[src/rtl/gps_pkg.sv]
// rtl/gps_pkg.sv - shared constants, state and sample encodings for the nav spreader
package gps_pkg;

    localparam int C_CODE_LAST      = 1022;
    localparam int C_EPOCHS_PER_BIT = 20;
    localparam int C_WORD_BITS      = 30;

    typedef enum logic [1:0] {
        IDLE     = 2'd0,
        RUN      = 2'd1,
        UNDERRUN = 2'd2
    } nav_state_e;

    localparam logic [1:0] SAMPLE_POS = 2'b01;
    localparam logic [1:0] SAMPLE_NEG = 2'b11;

endpackage

[src/rtl/gps_nav_parity.sv]
// rtl/gps_nav_parity.sv - IS-GPS-200 parity and data inversion for one 30-bit nav word
module gps_nav_parity (
    input  logic [23:0] data_in,
    input  logic        d29_star,
    input  logic        d30_star,
    output logic [29:0] word_out
);

    // d[i] is source data bit d_i, with d1 = data_in[23]
    logic [24:1] d;
    logic [5:0]  par;

    always_comb begin
        for (int i = 1; i <= 24; i++) begin
            d[i] = data_in[24-i];
        end
    end

    always_comb begin
        par[5] = d29_star ^ d[1] ^ d[2] ^ d[3] ^ d[5] ^ d[6] ^ d[10] ^ d[11] ^ d[12]
                 ^ d[13] ^ d[14] ^ d[17] ^ d[18] ^ d[20] ^ d[23];
        par[4] = d30_star ^ d[2] ^ d[3] ^ d[4] ^ d[6] ^ d[7] ^ d[11] ^ d[12] ^ d[13]
                 ^ d[14] ^ d[15] ^ d[18] ^ d[19] ^ d[21] ^ d[24];
        par[3] = d29_star ^ d[1] ^ d[3] ^ d[4] ^ d[5] ^ d[7] ^ d[8] ^ d[12] ^ d[13]
                 ^ d[14] ^ d[15] ^ d[16] ^ d[19] ^ d[20] ^ d[22];
        par[2] = d30_star ^ d[2] ^ d[4] ^ d[5] ^ d[6] ^ d[8] ^ d[9] ^ d[13] ^ d[14]
                 ^ d[15] ^ d[16] ^ d[17] ^ d[20] ^ d[21] ^ d[23];
        par[1] = d30_star ^ d[1] ^ d[3] ^ d[5] ^ d[6] ^ d[7] ^ d[9] ^ d[10] ^ d[14]
                 ^ d[15] ^ d[16] ^ d[17] ^ d[18] ^ d[21] ^ d[22] ^ d[24];
        par[0] = d29_star ^ d[3] ^ d[5] ^ d[6] ^ d[8] ^ d[9] ^ d[10] ^ d[11] ^ d[13]
                 ^ d[15] ^ d[19] ^ d[22] ^ d[23] ^ d[24];
    end

    assign word_out = {data_in ^ {24{d30_star}}, par};

endmodule

[src/rtl/gps_nav_spreader.sv]
// rtl/gps_nav_spreader.sv - nav-bit spreading of the C/A chip stream into BPSK samples
// Optional GPS_PARITY_EN: words carry 24 data bits and gain IS-GPS-200 parity at load.
module gps_nav_spreader
    import gps_pkg::*;
(
    input  logic        clk,
    input  logic        rst,
    input  logic        chip_stb,
    input  logic        code_in,
    input  logic [9:0]  code_cnt_in,
    input  logic [29:0] word_in,
    input  logic        word_valid,
    output logic        word_ready,
    output logic        chip_out,
    output logic [1:0]  sample_out,
    output logic        sample_vld,
    output logic [4:0]  bit_idx,
    output logic [4:0]  epoch_idx,
    output logic        running,
    output logic        underrun
);

    nav_state_e  state_q, state_d;
    logic [29:0] hold_q, hold_d;
    logic [29:0] shift_q, shift_d;
    logic        hold_full_q, hold_full_d;
    logic        word_ready_q, word_ready_d;
    logic [4:0]  bit_q, bit_d;
    logic [4:0]  epoch_q, epoch_d;
    logic        underrun_q, underrun_d;
    logic        chip_q, chip_d;
    logic [1:0]  sample_q, sample_d;
    logic        vld_q, vld_d;
    logic [29:0] load_word;
    logic        load;
    logic        epoch_end;

    assign epoch_end = chip_stb && (code_cnt_in == 10'(C_CODE_LAST));

`ifdef GPS_PARITY_EN
    logic d29s_q, d29s_d;
    logic d30s_q, d30s_d;
    logic unused_low;

    gps_nav_parity u_parity (
        .data_in  (hold_q[29:6]),
        .d29_star (d29s_q),
        .d30_star (d30s_q),
        .word_out (load_word)
    );

    // parity chains across every load, including the zero word of an underrun
    always_comb begin
        d29s_d = d29s_q;
        d30s_d = d30s_q;
        if (load) begin
            d29s_d = shift_d[1];
            d30s_d = shift_d[0];
        end
    end

    always_ff @(posedge clk or negedge rst) begin
        if (!rst) begin
            d29s_q <= 1'b0;
            d30s_q <= 1'b0;
        end else begin
            d29s_q <= d29s_d;
            d30s_q <= d30s_d;
        end
    end

    assign unused_low = ^hold_q[5:0];
`else
    logic unused_load;

    assign load_word   = hold_q;
    assign unused_load = load;
`endif

    always_ff @(posedge clk or negedge rst) begin
        if (!rst) begin
            state_q      <= IDLE;
            hold_q       <= '0;
            shift_q      <= '0;
            hold_full_q  <= 1'b0;
            word_ready_q <= 1'b1;
            bit_q        <= '0;
            epoch_q      <= '0;
            underrun_q   <= 1'b0;
            chip_q       <= 1'b0;
            sample_q     <= SAMPLE_POS;
            vld_q        <= 1'b0;
        end else begin
            state_q      <= state_d;
            hold_q       <= hold_d;
            shift_q      <= shift_d;
            hold_full_q  <= hold_full_d;
            word_ready_q <= word_ready_d;
            bit_q        <= bit_d;
            epoch_q      <= epoch_d;
            underrun_q   <= underrun_d;
            chip_q       <= chip_d;
            sample_q     <= sample_d;
            vld_q        <= vld_d;
        end
    end

    always_comb begin
        state_d     = state_q;
        hold_d      = hold_q;
        shift_d     = shift_q;
        hold_full_d = hold_full_q;
        bit_d       = bit_q;
        epoch_d     = epoch_q;
        underrun_d  = underrun_q;
        load        = 1'b0;

        // word_ready is only high while holding is empty, so a write never meets a load
        if (word_valid && word_ready_q) begin
            hold_d      = word_in;
            hold_full_d = 1'b1;
        end

        case (state_q)
            IDLE: begin
                if (epoch_end && hold_full_q) begin
                    shift_d     = load_word;
                    hold_full_d = 1'b0;
                    bit_d       = '0;
                    epoch_d     = '0;
                    load        = 1'b1;
                    state_d     = RUN;
                end
            end
            RUN, UNDERRUN: begin
                if (epoch_end) begin
                    if (epoch_q == 5'(C_EPOCHS_PER_BIT - 1)) begin
                        epoch_d = '0;
                        if (bit_q == 5'(C_WORD_BITS - 1)) begin
                            bit_d = '0;
                            load  = 1'b1;
                            if (hold_full_q) begin
                                shift_d     = load_word;
                                hold_full_d = 1'b0;
                                state_d     = RUN;
                            end else begin
                                shift_d    = '0;
                                underrun_d = 1'b1;
                                state_d    = UNDERRUN;
                            end
                        end else begin
                            bit_d   = bit_q + 5'd1;
                            shift_d = shift_q << 1;
                        end
                    end else begin
                        epoch_d = epoch_q + 5'd1;
                    end
                end
            end
            default: state_d = IDLE;
        endcase

        word_ready_d = ~hold_full_d;
    end

    always_comb begin
        chip_d   = chip_q;
        sample_d = sample_q;
        vld_d    = chip_stb;
        if (chip_stb) begin
            chip_d   = code_in ^ shift_q[C_WORD_BITS-1];
            sample_d = chip_d ? SAMPLE_NEG : SAMPLE_POS;
        end
    end

    always_comb begin
        word_ready = word_ready_q;
        chip_out   = chip_q;
        sample_out = sample_q;
        sample_vld = vld_q;
        bit_idx    = bit_q;
        epoch_idx  = epoch_q;
        running    = (state_q == RUN);
        underrun   = underrun_q;
    end

endmodule

[config.mk]
export PLATFORM = sky130hd
export DESIGN_NAME = gps_nav_spreader
export DESIGN_NICKNAME = d
export VERILOG_FILES = /design/src/rtl/gps_pkg.sv /design/src/rtl/gps_nav_parity.sv /design/src/rtl/gps_nav_spreader.sv
export SDC_FILE = /design/constraint.sdc
export NUM_CORES = 1
export LEC_CHECK = 0
export CAP_MARGIN = 20
export CORE_UTILIZATION = 49
export CTS_BUF_LIST = sky130_fd_sc_hd__clkbuf_4 sky130_fd_sc_hd__clkbuf_8
export DETAILED_ROUTE_END_ITERATION = 10
export PLACE_DENSITY = 0.74
export SETUP_SLACK_MARGIN = 0.05
export SLEW_MARGIN = 15
export SYNTH_ARGS = -nofsm -noshare
export SYNTH_HDL_FRONTEND = slang
export SYNTH_SLANG_ARGS = --single-unit
export TNS_END_PERCENT = 1
[constraint.sdc]
create_clock -name clk -period 1.9 [get_ports clk]
set_input_delay 0.38 -clock clk [delete_from_list [all_inputs] [get_ports clk]]
set_output_delay 0.38 -clock clk [all_outputs]
set_load 0.05 [all_outputs]
==> results of run 1 <==
## registers in the layout, indices dropped and copies added, names as in the netlist
signal       flops
hold_q          30
shift_q         30
bit_idx          5
epoch_idx        5
state_q          2
hold_full_q      1
sample_out       1
sample_vld       1
underrun         1
word_ready       1
## synthesized netlist by cell type (2+ instances only)
library cell and instances:
dfrtp_1 76, nand2_1 42, mux2_2 32, a21oi_1 27, nand3_1 22, a21o_1 16, o21ai_0 12, clkbuf_1 9
mux2i_1 7, o31ai_1 7, a22oi_1 6, ha_1 6, buf_2 5, inv_1 5, nor2_1 5, nor3_1 4
buf_1 3, buf_4 3, xnor2_1 3, a2111oi_0 2, and2_1 2, and3_1 2, o21ai_1 2, o22ai_1 2
or3_1 2
## worst min-delay path by stage
| stage | start | to | slack [ns] | cells past startpoint |
|---|---|---|---|---|
| after floorplan | rst | bit_idx[0] | 0.08 | 0 |
| after global placement | rst | epoch_idx[3] | 0.39 | 1 |
| after detailed placement | rst | epoch_idx[3] | 0.39 | 1 |
| after CTS | rst | hold_q[27] | 0.002 | 1 |
| after global routing | rst | epoch_idx[3] | 0.02 | 1 |
| final | rst | hold_q[27] | -0.009 | 1 |
## power by group
group | total [mW] | leakage, nW | internal [mW] | switching [mW]
combinational | 3.53 | 1.22 | 1.71 | 1.82
clock | 1.52 | 0.121 | 0.881 | 0.642
sequential | 2.75 | 0.941 | 2.33 | 0.418
## kinds of logic after synthesis
family          count (synthesis)  share of synthesized area, %
mux                            40                          12.4
compound gates                 82                          15.2
fa+ha+maj                       6                          2.10
buf+inv                        27                          3.54
flops                          77                          54.0
xor+xnor                        4                         0.981
simple gates                   86                          11.7
other cells                     1                         0.105
## area by class of cell
class / count / area (um2) / share of cell area (%)
Sequential cell: 77 / 1940 / 38.7
Multi-Input combinational cell: 219 / 1670 / 33.3
Clock buffer: 9 / 124 / 2.47
Clock inverter: 7 / 123 / 2.44
Tap cell: 96 / 120 / 2.39
Timing Repair Buffer: 105 / 1020 / 20.3
Inverter: 6 / 22.5 / 0.449
## per-stage QoR
stage | hold slack (ns) | setup TNS [ns] | area (um2) | total power [mW] | worst slack (ns)
3_3_place_gp | 0.389 | -15.66 | 4530 | 5.83 | -0.458
3_5_place_dp | 0.390 | -17.18 | 4530 | 5.94 | -0.475
4_1_cts | 0.00181 | 0 | 4900 | 7.65 | 0.0381
2_1_floorplan | 0.0844 | -0.112 | 3610 | 4.74 | -0.0225
5_1_grt | 0.0221 | -0.543 | 5020 | 8.29 | -0.0491
6_report | -0.00941 | 0 | 5020 | 7.80 | 0.0165
## layer usage
layer	part of all wire (%)	vias up
met5	0	-
met4	1.6	0
met3	5.4	11
met2	50	77
met1	43	1382
li1	-	1348
## timing repair
item | CTS | global route
pin swaps | 11 | 2
endpoints found under the setup margin | 40 | 31
hold endpoints to repair | 0 | 0
cloned | 1 | 1
gates resized for setup | 40 | 15
hold buffers | 0 | 0
setup buffers | 5 | 3
==> metrics.yaml, run 1 <==
syn_nets: 374
viasPerCell: 5.43
skew_ns: 0.0100
syn_avg_cell_area_um2: 11.1
synth_top_area_share_pct: 53.2
p_leak_nw: 2.28
instances_no_fill: 519
cts.clk_slew.worst_paths_ns: 0.09
cts_tree: "done"
die_h_um: 87.4
synth_area_leaders: "dfrtp_1 (53%), mux2_2 (10%), nand2_1 (4.4%), a21oi_1 (3.8%), a21o_1 (3.4%)"
drive_above_1_share_pct: 35.0
critPathSlowestCell: "dfrtp_1"
syn2layout_area_growth_pct: 40.5
rsz0062_at_grt: "true"
fmax_ghz: 0.531
antennaDiodeCount: 0
synth_edf_count: 0
vias: 2818
globalRouteMet3Util_pct: 4.55
fin_util_pct: 72.7
hold_viol_final: 30
finalSetupViolCount: 0
r2r_slack_ns: 0.02
clockBufferDepth: 2
slowest_delay_ns: 0.37
final.period_utilization_pct: 99.1
portBuffers: 60
finalMaxSlewViolations: 0
critPathLaunchType: "flip-flop"
reg2reg_from: "state_q[1]"
grtUsageMet2_pct: 38.7
worst-path-stages: 8
critPathCapture: "shift_q[25]"
dr.pass1.iters: 4
grt_usage_pct: 23.1
whs_ns: -0.00941
grt.busiest_layer: "met2"
cts_buffers: 9
ant_nets: 0
start_util_pct: 51.7
layout_min_cycle_time_ns: 1.88
maxSlewHeadroom_pct: 62.3
die_area_um2: 7640
layout_common_cells: "dfrtp_1 (66), buf_4 (45), nand2_1 (42)"
final_common_cell: "dfrtp_1"
worst_pin_slew_ns: 0.565
gp_congestion: 0.792
yosysTopAreaCell: "dfrtp_1"
antenna_found_initial: 0
core_area_um2: 6910
grt_max_degree: 40
vdd_drop_max_mv: 0.745
n_fill_cell: 490
cp.required_ns: 2.15
crit_fanout: 17
cp_num_buf_inv: 3
synth.distinct_cells: 46
crit_path_end_kind: "flip-flop"
regToRegEndpoint: "shift_q[25]"
grt_first_pass_wirelength_um: 13300
drt-total-wl_um: 8140
grtUsageMet1_pct: 28.9
io_pins: 62
violations: "negative hold slack"
path_class: "reg2reg"
root_buffer: "clkbuf_8"
dp.cells: 493
first_iter_violations: 144
gr-total-overflow: 0
crit_chain: "inv_2 > ha_4 > mux2_4 > o211ai_1 > buf_4 > buf_12 > a21oi_1 > a21o_1"
cp_top_family: "buffers and inverters"
ys_async_sr_fraction_pct: 100
synth_area_um2: 3570
dieWidth_um: 87.4
yosysSeqAreaShare_pct: 54.0
grt_pass1_vias: 2849
cp.arrival_ns: 2.13
synthCells: 323
power.density_nw_per_um2: 1550
crit_start: "state_q[1]"
maxCapViolCount: 0
synth_ff_type: "dfrtp_1"
cts.sinks: 77
synth-seq-cells: 77
synth_warnings: 0
std_cell_rows: 30
rr_worst_depth: 8
clk_latency_ns: 0.37
drc: 0
hpwlAfterDp_um: 5160
nets: 469
wl_per_cell_um: 15.7
status: "finished with violations"
cts_max_level: 3
min_path_type: "in2async"
No activity file was read; power rests on OpenSTA's default activity.
==> inputs of run 2 (changes only) <==
- CORE_ASPECT_RATIO: unset -> 0.9
==> metrics.yaml, run 2 (synthesized netlist as in run 1, its figures left out) <==
vias: 2858  # was 2818
reg_top3: "hold_q x30, shift_q x30"  # unchanged
finalSetupViolCount: 0  # unchanged
grt_max_degree: 61  # was 40
skew_ns: 0.0102  # was 0.0100 ns
cts.sinks: 77  # unchanged
viasPerCell: 5.63  # was 5.43
first_iter_violations: 177  # was 144
p_leak_nw: 2.23  # was 2.28 nW
crit_fanout: 31  # was 17
dr.pass1.iters: 4  # unchanged
drive_above_1_share_pct: 29.6  # was 35.0%
wl_per_cell_um: 15.6  # was 15.7 um
ant_nets: 0  # unchanged
antenna_found_initial: 0  # unchanged
hold_viol_final: 0  # was 30
cp.required_ns: 2.11  # was 2.15 ns
start_util_pct: 50.8  # was 51.7%
path_class: "reg2reg"  # unchanged
io_pins: 62  # unchanged
instances_no_fill: 508  # was 519
final_area_um2: 4840  # was 5020 um2
fmax_ghz: 0.535  # was 0.531 GHz
grt_usage_pct: 21.3  # was 23.1%
grt_pass1_vias: 2688  # was 2849
root_buffer: "clkbuf_8"  # unchanged
clk_latency_ns: 0.35  # was 0.37 ns
power.density_nw_per_um2: 1520  # was 1550 nW/um2
cts_buffers: 9  # unchanged
dp_slack_ns: -0.565  # was -0.475 ns
nets: 462  # was 469
min_path_type: "in2reg"  # was in2async
slowest_delay_ns: 0.44  # was 0.37 ns
antennaDiodeCount: 0  # unchanged
std_cell_rows: 29  # was 30
setup_slack_ns: 0.0299  # was 0.0165 ns
dieWidth_um: 92.0  # was 87.4 um
vdd_drop_max_mv: 0.696  # was 0.745 mV
crit_path_end_kind: "flip-flop"  # unchanged
crit_chain: "ha_1 > nand4_1 > buf_4 > and2_1 > buf_12 > mux2i_2 > o31ai_1"  # was inv_2 > ha_4 > mux2_4 > o211ai_1 > buf_4 > buf_12 > a21oi_1 > a21o_1
clockBufferDepth: 2  # unchanged
grt_first_pass_wirelength_um: 12600  # was 13300 um
rsz0062_at_grt: "true"  # unchanged
cts_max_level: 3  # unchanged
cts.clk_slew.worst_paths_ns: 0.07  # was 0.09 ns
die_area_um2: 7640  # about the same
drt-total-wl_um: 7900  # was 8140 um
critPathSlowestCell: "dfrtp_2"  # was dfrtp_1
portBuffers: 60  # unchanged
status: "finished clean"  # was finished with violations
critPathLaunchType: "flip-flop"  # unchanged
finalMaxSlewViolations: 0  # unchanged
dp.cells: 487  # was 493
hpwlAfterDp_um: 5140  # was 5160 um
place_area_um2: 4520  # was 4530 um2
final.period_utilization_pct: 98.4  # was 99.1%
layout_min_cycle_time_ns: 1.87  # was 1.88 ns
layout_common_cells: "dfrtp_1 (67), nand2_1 (42), buf_4 (39)"  # was dfrtp_1 (66), buf_4 (45), nand2_1 (42)
final_common_cell: "dfrtp_1"  # unchanged
fin_util_pct: 68.8  # was 72.7%
die_h_um: 83.0  # was 87.4 um
cp.arrival_ns: 2.08  # was 2.13 ns
drc: 0  # unchanged
n_fill_cell: 541  # was 490
gp_congestion: 0.834  # was 0.792
cts_tree: "done"  # unchanged
maxCapViolCount: 0  # unchanged
gr-total-overflow: 0  # unchanged
core_area_um2: 7040  # was 6910 um2
syn2layout_area_growth_pct: 35.5  # was 40.5%
[run 2: per-stage QoR]
step                      power, mW  TNS (ns)  hold slack (ns)
after floorplan                4.74    -0.112           0.0844
after global placement         5.77    -17.92            0.280
after detailed placement       5.89    -20.19            0.280
after CTS                      7.22   -0.0308            0.379
after global routing           7.80    -0.109            0.376
final                          7.34         0            0.392
[run 2: area by class of cell]
cell class	count	area (um2)	share of cell area (%)
clock buffer	12	165	3.41
tap	93	116	2.40
sequential	77	1940	40.1
clock inverter	3	43.8	0.905
timing repair buffer	98	956	19.7
multi-input combinational	219	1600	33.0
inverter	6	22.5	0.465
[run 2: power by group]
part	total [mW]	internal, mW	leakage, nW	switching (mW)
Sequential	2.76	2.33	0.943	0.430
Clock	1.28	0.707	0.108	0.575
Combinational	3.29	1.58	1.18	1.71
Total	7.34	4.62	2.23	2.72
[run 2: timing repair]
| action | 4_1_cts | 5_1_grt |
|---|---|---|
| pin swaps | 5 | 7 |
| hold buffers | 1 | 0 |
| setup endpoints to repair | 45 | 39 |
| hold endpoints to repair | 17 | 0 |
| gates resized for setup | 18 | 14 |
| buffers inserted | 1 | 2 |
| cloned | 0 | 2 |
[run 2: critical path, delay by kind of cell (launching register included)]
kind / cells / cell delay (ns)
AO/OA/AOI/OAI: 1 / 0.09
adder cells (fa/ha/maj): 1 / 0.21
buffers and inverters: 2 / 0.38
flip-flops: 1 / 0.44
multiplexers: 1 / 0.26
AND/OR/NAND/NOR: 2 / 0.35
[run 2: metal layers]
metal,up-vias,share of wire (%),global-route usage [%]
met5,-,0,0
met4,0,1.0,5.26
met3,7,5.8,6.78
met2,94,49,34.5
met1,1422,44,27.8
li1,1335,-,-
[run 2: worst paths after layout]
check                                 from           end  slack [ns]  cells past startpoint
worst min-delay path              chip_stb    sample_vld        0.39                      1
worst max-delay path            bit_idx[0]    shift_q[9]        0.03                      7
worst min register to register    underrun      underrun        0.46                      1
max in group asynchronous              rst   shift_q[25]        0.91                      3
worst max register to register  bit_idx[0]    shift_q[9]        0.03                      7
min in group asynchronous              rst  epoch_idx[2]        0.44                      2
==> inputs of run 3 (changes only) <==
- CORE_MARGIN: unset -> 1.5
- PLACE_DENSITY: 0.74 -> 0.76
- SLEW_MARGIN: 15 -> unset
==> metrics.yaml, run 3 (synthesized netlist as in run 1, its figures left out) <==
gp_congestion: 0.816  # was 0.834
rsz0062_at_grt: "true"  # unchanged
drive_above_1_share_pct: 32.0  # was 29.6%
regToRegEndpoint: "shift_q[28]"  # was shift_q[9]
critPathLaunchType: "flip-flop"  # unchanged
grt_pass1_vias: 2748  # was 2688
sequentialPowerShare_pct: 36.9  # was 37.6%
grt_usage_pct: 20.7  # was 21.3%
switchingPower_mw: 2.70  # was 2.72 mW
cts_max_level: 3  # unchanged
critPathSlowestCell: "dfrtp_1"  # was dfrtp_2
instances_no_fill: 508  # unchanged
clk_latency_ns: 0.34  # was 0.35 ns
grt_first_pass_wirelength_um: 12700  # was 12600 um
cp.arrival_ns: 2.05  # was 2.08 ns
power_mw: 7.46  # was 7.34 mW
setup_slack_ns: 0.0845  # was 0.0299 ns
vias: 2735  # was 2858
skew_ns: 0.00824  # was 0.0102 ns
path_class: "reg2reg"  # unchanged
root_buffer: "clkbuf_8"  # unchanged
ant_nets: 0  # unchanged
nets: 461  # was 462
crit_fanout: 20  # was 31
layout_common_cells: "dfrtp_1 (66), nand2_1 (42), buf_4 (40)"  # was dfrtp_1 (67), nand2_1 (42), buf_4 (39)
sw_frac_of_total_pct: 36.2  # was 37.0%
dp.cells: 488  # was 487
p_leak_nw: 2.24  # was 2.23 nW
finalMaxSlewViolations: 0  # unchanged
fmax_ghz: 0.551  # was 0.535 GHz
cp_num_buf_inv: 3  # was 2
wl_per_cell_um: 14.4  # was 15.6 um
core_area_um2: 7040  # unchanged
gr-total-overflow: 0  # unchanged
crit_path_end_kind: "flip-flop"  # unchanged
syn2layout_area_growth_pct: 36.4  # was 35.5%
cts_buffers: 9  # unchanged
die_h_um: 84.0  # was 83.0 um
final.period_utilization_pct: 95.6  # was 98.4%
power.density_nw_per_um2: 1530  # was 1520 nW/um2
cts.sinks: 77  # unchanged
critPathCapture: "shift_q[28]"  # was shift_q[9]
n_fill_cell: 516  # was 541
viasPerCell: 5.38  # was 5.63
io_pins: 62  # unchanged
p_comb_share_pct: 44.4  # was 44.9%
slowest_delay_ns: 0.39  # was 0.44 ns
hold_viol_final: 0  # unchanged
layout_min_cycle_time_ns: 1.82  # was 1.87 ns
drt-total-wl_um: 7300  # was 7900 um
die_area_um2: 7810  # was 7640 um2
antennaDiodeCount: 0  # unchanged
cp_top_family: "buffers and inverters"  # was flip-flops
antenna_found_initial: 0  # unchanged
drc: 0  # unchanged
start_util_pct: 50.8  # unchanged
first_iter_violations: 184  # was 177
clock_power_share_pct: 18.7  # was 17.5%
final_common_cell: "dfrtp_1"  # unchanged
reg2reg_from: "state_q[1]"  # was bit_idx[0]
p_int_mw: 4.76  # was 4.62 mW
maxCapViolCount: 0  # unchanged
worst-path-stages: 8  # was 7
clockBufferDepth: 2  # unchanged
grt_max_degree: 34  # was 61
reg_top3: "hold_q x30, shift_q x30"  # unchanged
crit_start: "state_q[1]"  # was bit_idx[0]
dr.pass1.iters: 4  # unchanged
cts_tree: "done"  # unchanged
status: "finished clean"  # unchanged
std_cell_rows: 29  # unchanged
crit_chain: "inv_1 > ha_4 > mux2_4 > o211ai_1 > buf_4 > buf_12 > a21oi_1 > a21o_1"  # was ha_1 > nand4_1 > buf_4 > and2_1 > buf_12 > mux2i_2 > o31ai_1
portBuffers: 60  # unchanged
min_path_type: "in2reg"  # unchanged
finalSetupViolCount: 0  # unchanged
dp_slack_ns: -0.526  # was -0.565 ns
dieWidth_um: 93.0  # was 92.0 um
r2r_slack_ns: 0.08  # was 0.03 ns
vdd_drop_max_mv: 0.883  # was 0.696 mV
rr_worst_depth: 8  # was 7
cts.clk_slew.worst_paths_ns: 0.08  # was 0.07 ns
hpwlAfterDp_um: 5050  # was 5140 um
cp.required_ns: 2.14  # was 2.11 ns
-- run 3: metrics by stage --
step | TNS [ns] | hold slack (ns) | instance area [um2] | util (%)
finish | 0 | 0.392 | 4880 | 69.3
global route | 0 | 0.388 | 4880 | 69.3
CTS | 0 | 0.378 | 4830 | 68.6
detailed placement | -19.97 | 0.348 | 4510 | 64.1
global placement | -18.39 | 0.349 | 4510 | 64.1
floorplan | -0.112 | 0.0844 | 3610 | -
-- run 3: power by group through the flow --
stage,Clock (mW),Sequential [mW],Combinational [mW]
CTS,1.42,2.73,3.26
detailed placement,0,2.75,3.12
finish,1.39,2.76,3.31
global placement,0,2.73,3.04
floorplan,0,2.88,1.86
global route,1.49,2.84,3.64
-- run 3: worst min path at each step --
stage | start | to | depth (start not counted)
after CTS | chip_stb | sample_vld | 1
after floorplan | rst | bit_idx[0] | 0
after global routing | chip_stb | sample_vld | 1
after detailed placement | rst | epoch_idx[2] | 1
after global placement | rst | epoch_idx[4] | 1
final | chip_stb | sample_vld | 1
-- run 3: layout make-up --
class	instances	area (um2)	area share (%)
clock buffer	11	151	3.10
timing repair buffer	97	940	19.3
tap	93	116	2.39
multi-input combinational	219	1620	33.3
sequential	77	1940	39.8
inverter	6	22.5	0.462
clock inverter	5	81.3	1.67
-- run 3: timing repair --
action / in CTS / in global routing
gates cloned: 1 / 0
gates resized for setup: 30 / 15
buffers inserted: 2 / 0
pin swaps: 8 / 6
hold buffers: 1 / 0
endpoints found under the hold margin: 30 / 0
setup endpoints to repair: 46 / 40
-- run 3: metal layers --
metal | track usage, % | part of all wire (%) | up-vias
li1 | - | - | 1325
met1 | 28.0 | 45 | 1343
met2 | 32.7 | 48 | 62
met3 | 6.28 | 5.7 | 5
met4 | 5.10 | 0.73 | 0
met5 | 0 | 0 | -
==> RTL edit 1: new RTL, config.mk and constraints of run 1 <==
Re-encode `nav_state_e` (3 states) as one-hot, 3 bits wide.
--- a/src/rtl/gps_pkg.sv
+++ b/src/rtl/gps_pkg.sv
@@ -5,10 +5,10 @@
     localparam int C_EPOCHS_PER_BIT = 20;
     localparam int C_WORD_BITS      = 30;
 
-    typedef enum logic [1:0] {
-        IDLE     = 2'd0,
-        RUN      = 2'd1,
-        UNDERRUN = 2'd2
+    typedef enum logic [2:0] {
+        IDLE     = 3'b001,
+        RUN      = 3'b010,
+        UNDERRUN = 3'b100
     } nav_state_e;
 
     localparam logic [1:0] SAMPLE_POS = 2'b01;
Function: no difference found for any inputs over 10 cycles, from zero or initial values and one cycle with rst low; not proved beyond that.
==> RTL edit 1 against run 1 <==
Cell area grew 1.1%; sequential cell count up 1; wire length up 0.74%; setup slack improved by 0.010 ns; synthesized cell count down 14%; area after synthesis grew 1.8%; highest routed layer unchanged; critical path depth down 3; hold slack better by 0.41 ns; first-iteration DRC count fell by 5.6%; largest cell class unchanged.
Power is not compared: it rests on default switching activity, and its combinational part moved more than twofold at a synthesized area within 25%.
==> RTL edit 1: results (changes against run 1) <==
stage	metric	value	unit	change
synthesis	ys_seq_area_share	53.7	%	-0.22 points
global_route	grt_first_pass_wirelength	13100	um	-1.9%
worst_setup_path	crit_fanout	9		-8
cells_and_area	final_cells	482		-7.1%
placed_design	hpwlAfterDp	5060	um	-1.8%
global_route	grt_use_total	22.7	%	-0.47 points
clock_tree	clock_latency	0.35	ns	-0.02 ns
detailed_routing	wire_per_inst	17.0	um	+8.5%
worst_setup_path	crit_slowest_cell	dfstp_2		
min_path	hold_path_class	input port to flip-flop		
synthesis	synthCells	279		-14%
worst_setup_path	cp.arrival	1.49	ns	-0.64 ns
cells_and_area	drive_gt1_share	40.5	%	+5.5 points
global_route	grt_max_degree	36		-10%
worst_setup_path	reg2reg_depth	6		-2
status	status	complete, no violations		
cells_and_area	finalNetCount	426		-9.2%
global_route	grt_antenna_before_repair	0		unchanged
sta	finClkSkew	0.0120	ns	+0.00203 ns
worst_setup_path	critPathMaxStageDelay	0.54	ns	+0.17 ns
placed_design	place_ws	-0.536	ns	-0.0610 ns
global_route	grt_pass1_vias	2688		-5.7%
synthesis	synth_fa_ha_area_share	1.03	%	-1.1 points
synthesis	synthTopCellsByArea	dfrtp_1 (52%), mux2_2 (15%), a22o_1 (7.2%)		
placed_design	placed_cells	456		-7.5%
synthesis	synth_compound_area_share	13.6	%	-1.7 points
synthesis	synth_mux_area_share	19.9	%	+7.6 points
detailed_routing	drt_iter0_drc	136		-5.6%
synthesis	synthTopCellsByCount	dfrtp_1 (76), mux2_2 (50), a22o_1 (30)		
RTL edit 1: cell types whose count changed after synthesis, moves of 6 or more:
cell     change
a21o_1      -16
mux2_2      +18
mux2i_1      -7
a22o_1      +29
a22oi_1      -6
mux2_4      +10
nand3_1     -12
a21oi_1     -25
o21ai_0      -6
nand2_1     -34
RTL edit 1: cell families after synthesis:
group,count (synthesis)
flip-flops,78
AO/OA/AOI/OAI,61
multiplexers,61
AND/OR/NAND/NOR,48
buffers and inverters,24
adder cells (fa/ha/maj),3
XOR/XNOR,3
other,1
RTL edit 1: metrics by stage:
step                setup TNS [ns]  area, sq um
floorplan                    -5.34         3670
global placement            -16.62         4590
detailed placement          -18.08         4590
CTS                              0         4980
global route                -0.808         5080
finish                           0         5080
RTL edit 1: path summary, 6_finish.rpt:
check,endpoint,slack [ns],start
min reg2reg,hold_q[21],0.51,hold_q[21]
max reg2reg,shift_q[18],0.04,state_q[1]
min in group asynchronous,bit_idx[2],0.52,rst
min,sample_vld,0.41,chip_stb
max in group asynchronous,shift_q[5],0.73,rst
max,running,0.03,state_q[0]
RTL edit 1: what timing repair did:
item                                    CTS  global route
hold buffers                              1             0
endpoints found under the setup margin   37            34
pin swaps                                 7             4
buffers inserted                          4             2
gates cloned                              3             0
hold endpoints to repair                 19             0
resized for setup                        27            24
RTL edit 1: critical path: cells and delay by family, from the launching register on:
family / cells / cell delay, ns
buffers and inverters: 4 / 0.45
DFF: 1 / 0.54
and+or+nand+nor: 1 / 0.15
RTL edit 1: area by class of cell:
type                    instances  area (sq um)
fillers                       527          2140
flip-flops and latches         78          1960
multi-input cells             177          1710
repair buffers                105          1030
clock buffers                  11           151
well taps                      99           124
clock inverters                 5          66.3
inverters                       7          31.3
RTL edit 1: per-layer routing:
metal	GRT usage, %	share of wire, %	vias to the layer above
met1	29.6	45	1369
li1	-	-	1246
met2	38.1	50	71
met5	0	0	-
met3	3.58	4.1	12
met4	8.94	1.5	0
RTL edit 1: power by group:
part | internal, mW | switching [mW] | leakage [nW]
clock | 0.692 | 0.637 | 0.108
sequential | 2.02 | 0.213 | 0.988
combinational | 0.667 | 0.370 | 1.25
total | 3.38 | 1.22 | 2.35
==> RTL edit 2: new RTL, flow settings as in run 1 <==
Made on the original files. Add a define of `GPS_PARITY_EN`.
--- a/src/rtl/gps_nav_spreader.sv
+++ b/src/rtl/gps_nav_spreader.sv
@@ -1,5 +1,7 @@
 // rtl/gps_nav_spreader.sv - nav-bit spreading of the C/A chip stream into BPSK samples
 // Optional GPS_PARITY_EN: words carry 24 data bits and gain IS-GPS-200 parity at load.
+`define GPS_PARITY_EN
+
 module gps_nav_spreader
     import gps_pkg::*;
 (
Check against the original RTL: no difference found for any inputs over 10 cycles, from zero or initial values and one cycle with rst low; that may be too few to reach the edited logic, so the function may still have changed.
==> RTL edit 2 against run 1 <==
The run ends with setup timing left; wire length increased by 25%; sequential cell count shrank 4; total power rose by 31%; sequential power decreased by 20%; cell area up 13%; setup slack worse by 0.12 ns; hold slack improved by 0.040 ns; area after synthesis up 17%; critical path type unchanged; largest cell class is now multi-input gates.
==> RTL edit 2: results (changes against run 1) <==
stage	metric	value	unit	change
global_route	grt_pass1_vias	3394		+19%
detailed_routing	viasPerCell	5.46		+0.47%
power_and_ir_drop	p_sw	3.78	mW	+31%
synthesis	syn_nets	443		+18%
placed_design	post_dp_cell_area	5250	sq um	+16%
placed_design	placed_cells	595		+21%
cells_and_area	finalNetCount	554		+18%
detailed_routing	drt_iter0_drc	172		+19%
sta	setup_violations	35		+35
synthesis	synthTopCellsByCount	dfrtp_1 (72), nand2_1 (42), xnor2_1 (35), xor2_1 (35), o21ai_0 (28)		
synthesis	synthDistinctLibCells	54		+17%
global_route	grt_use_total	24.6	%	+1.5 points
cells_and_area	nFillCells	595		+21%
global_route	grt_first_pass_wirelength	16600	um	+24%
synthesis	async_reset_ff_share	100	%	unchanged
sta	fin_setup_tns	-1.70	ns	-1.70 ns
status	status	finished with violations		
power_and_ir_drop	p_leak	2.49	nW	+9.1%
synthesis	ys_seq_area_share	43.8	%	-10 points
power_and_ir_drop	ir_worst_vdd	1510	uV	+100%
status	failed_checks	setup timing		
placed_design	hpwlAfterDp	7210	um	+40%
clock_tree	htreeDepth	3		unchanged
placed_design	place_ws	-0.563	ns	-0.0879 ns
global_route	grt_max_degree	74		+85%
worst_setup_path	crit_fanout	8		-9
placed_design	portBuffers	54		-10%
detailed_routing	wire_per_inst	16.5	um	+5.6%
cells_and_area	reg_top3	shift_q x30, hold_q x24		
worst_setup_path	cp.arrival	2.25	ns	+0.12 ns
sta	layout_setup_ws	-0.103	ns	-0.119 ns
placed_design	gp_congestion	0.902		+14%
sta	finClkSkew	0.0126	ns	+0.00261 ns
cells_and_area	final_cells	613		+18%
## RTL edit 2: final timing paths
check	depth (start not counted)	slack, ns	start	to
hold reg to reg	2	0.48	underrun	underrun
hold / removal	2	0.03	rst	underrun
setup reg to reg	7	-0.10	state_q[1]	shift_q[2]
min in group clk	2	0.48	underrun	underrun
max in group asynchronous	2	1.53	rst	hold_q[17]
setup / recovery	7	-0.10	state_q[1]	shift_q[2]
## RTL edit 2: power groups by stage
stage               Clock (mW)  Sequential, mW  Combinational (mW)
finish                    1.44            2.21                6.55
global placement             0            2.19                5.99
detailed placement           0            2.21                6.08
floorplan                    0            2.27                4.14
CTS                       1.45            2.21                6.25
global route              1.52            2.25                6.92
## RTL edit 2: final cells by class
cell class / count / area, sq um / area share, %
Tap cell: 105 / 131 / 2.32
Sequential cell: 73 / 1830 / 32.3
Timing Repair Buffer: 124 / 1100 / 19.5
Inverter: 10 / 37.5 / 0.662
Clock buffer: 14 / 174 / 3.07
Multi-Input combinational cell: 285 / 2330 / 41.1
Clock inverter: 2 / 60.1 / 1.06
## RTL edit 2: what timing repair did
| action | 4_1_cts | 5_1_grt |
|---|---|---|
| setup endpoints to repair | 43 | 45 |
| pin swaps | 11 | 4 |
| resized for setup | 41 | 21 |
| hold buffers | 0 | 0 |
| buffers inserted | 1 | 1 |
## RTL edit 2: critical path, stage by stage (launching register included)
cell	delay (ns)
dfrtp_1	0.36
inv_2	0.06
ha_4	0.27
mux2i_2	0.07
or4_4	0.43
or2_4	0.29
a32o_1	0.21
a31o_2	0.21
## RTL edit 2: kinds of logic after synthesis
group	after synthesis	synth area share (%)
other	1	0.0899
AOI/OAI and AO/OA	88	14.0
adders and majority gates	6	1.80
and+or+nand+nor	85	10.0
xor gates and xnor gates	78	19.1
muxes	27	7.23
buffers and inverters	34	3.90
DFF	73	43.8
## RTL edit 2: per-layer routing
layer	GRT usage, %	up-vias	part of all wire, %
li1	-	1600	-
met3	3.24	13	3.4
met1	33.7	1643	46
met5	0	-	0
met4	9.87	0	1.7
met2	39.5	88	49
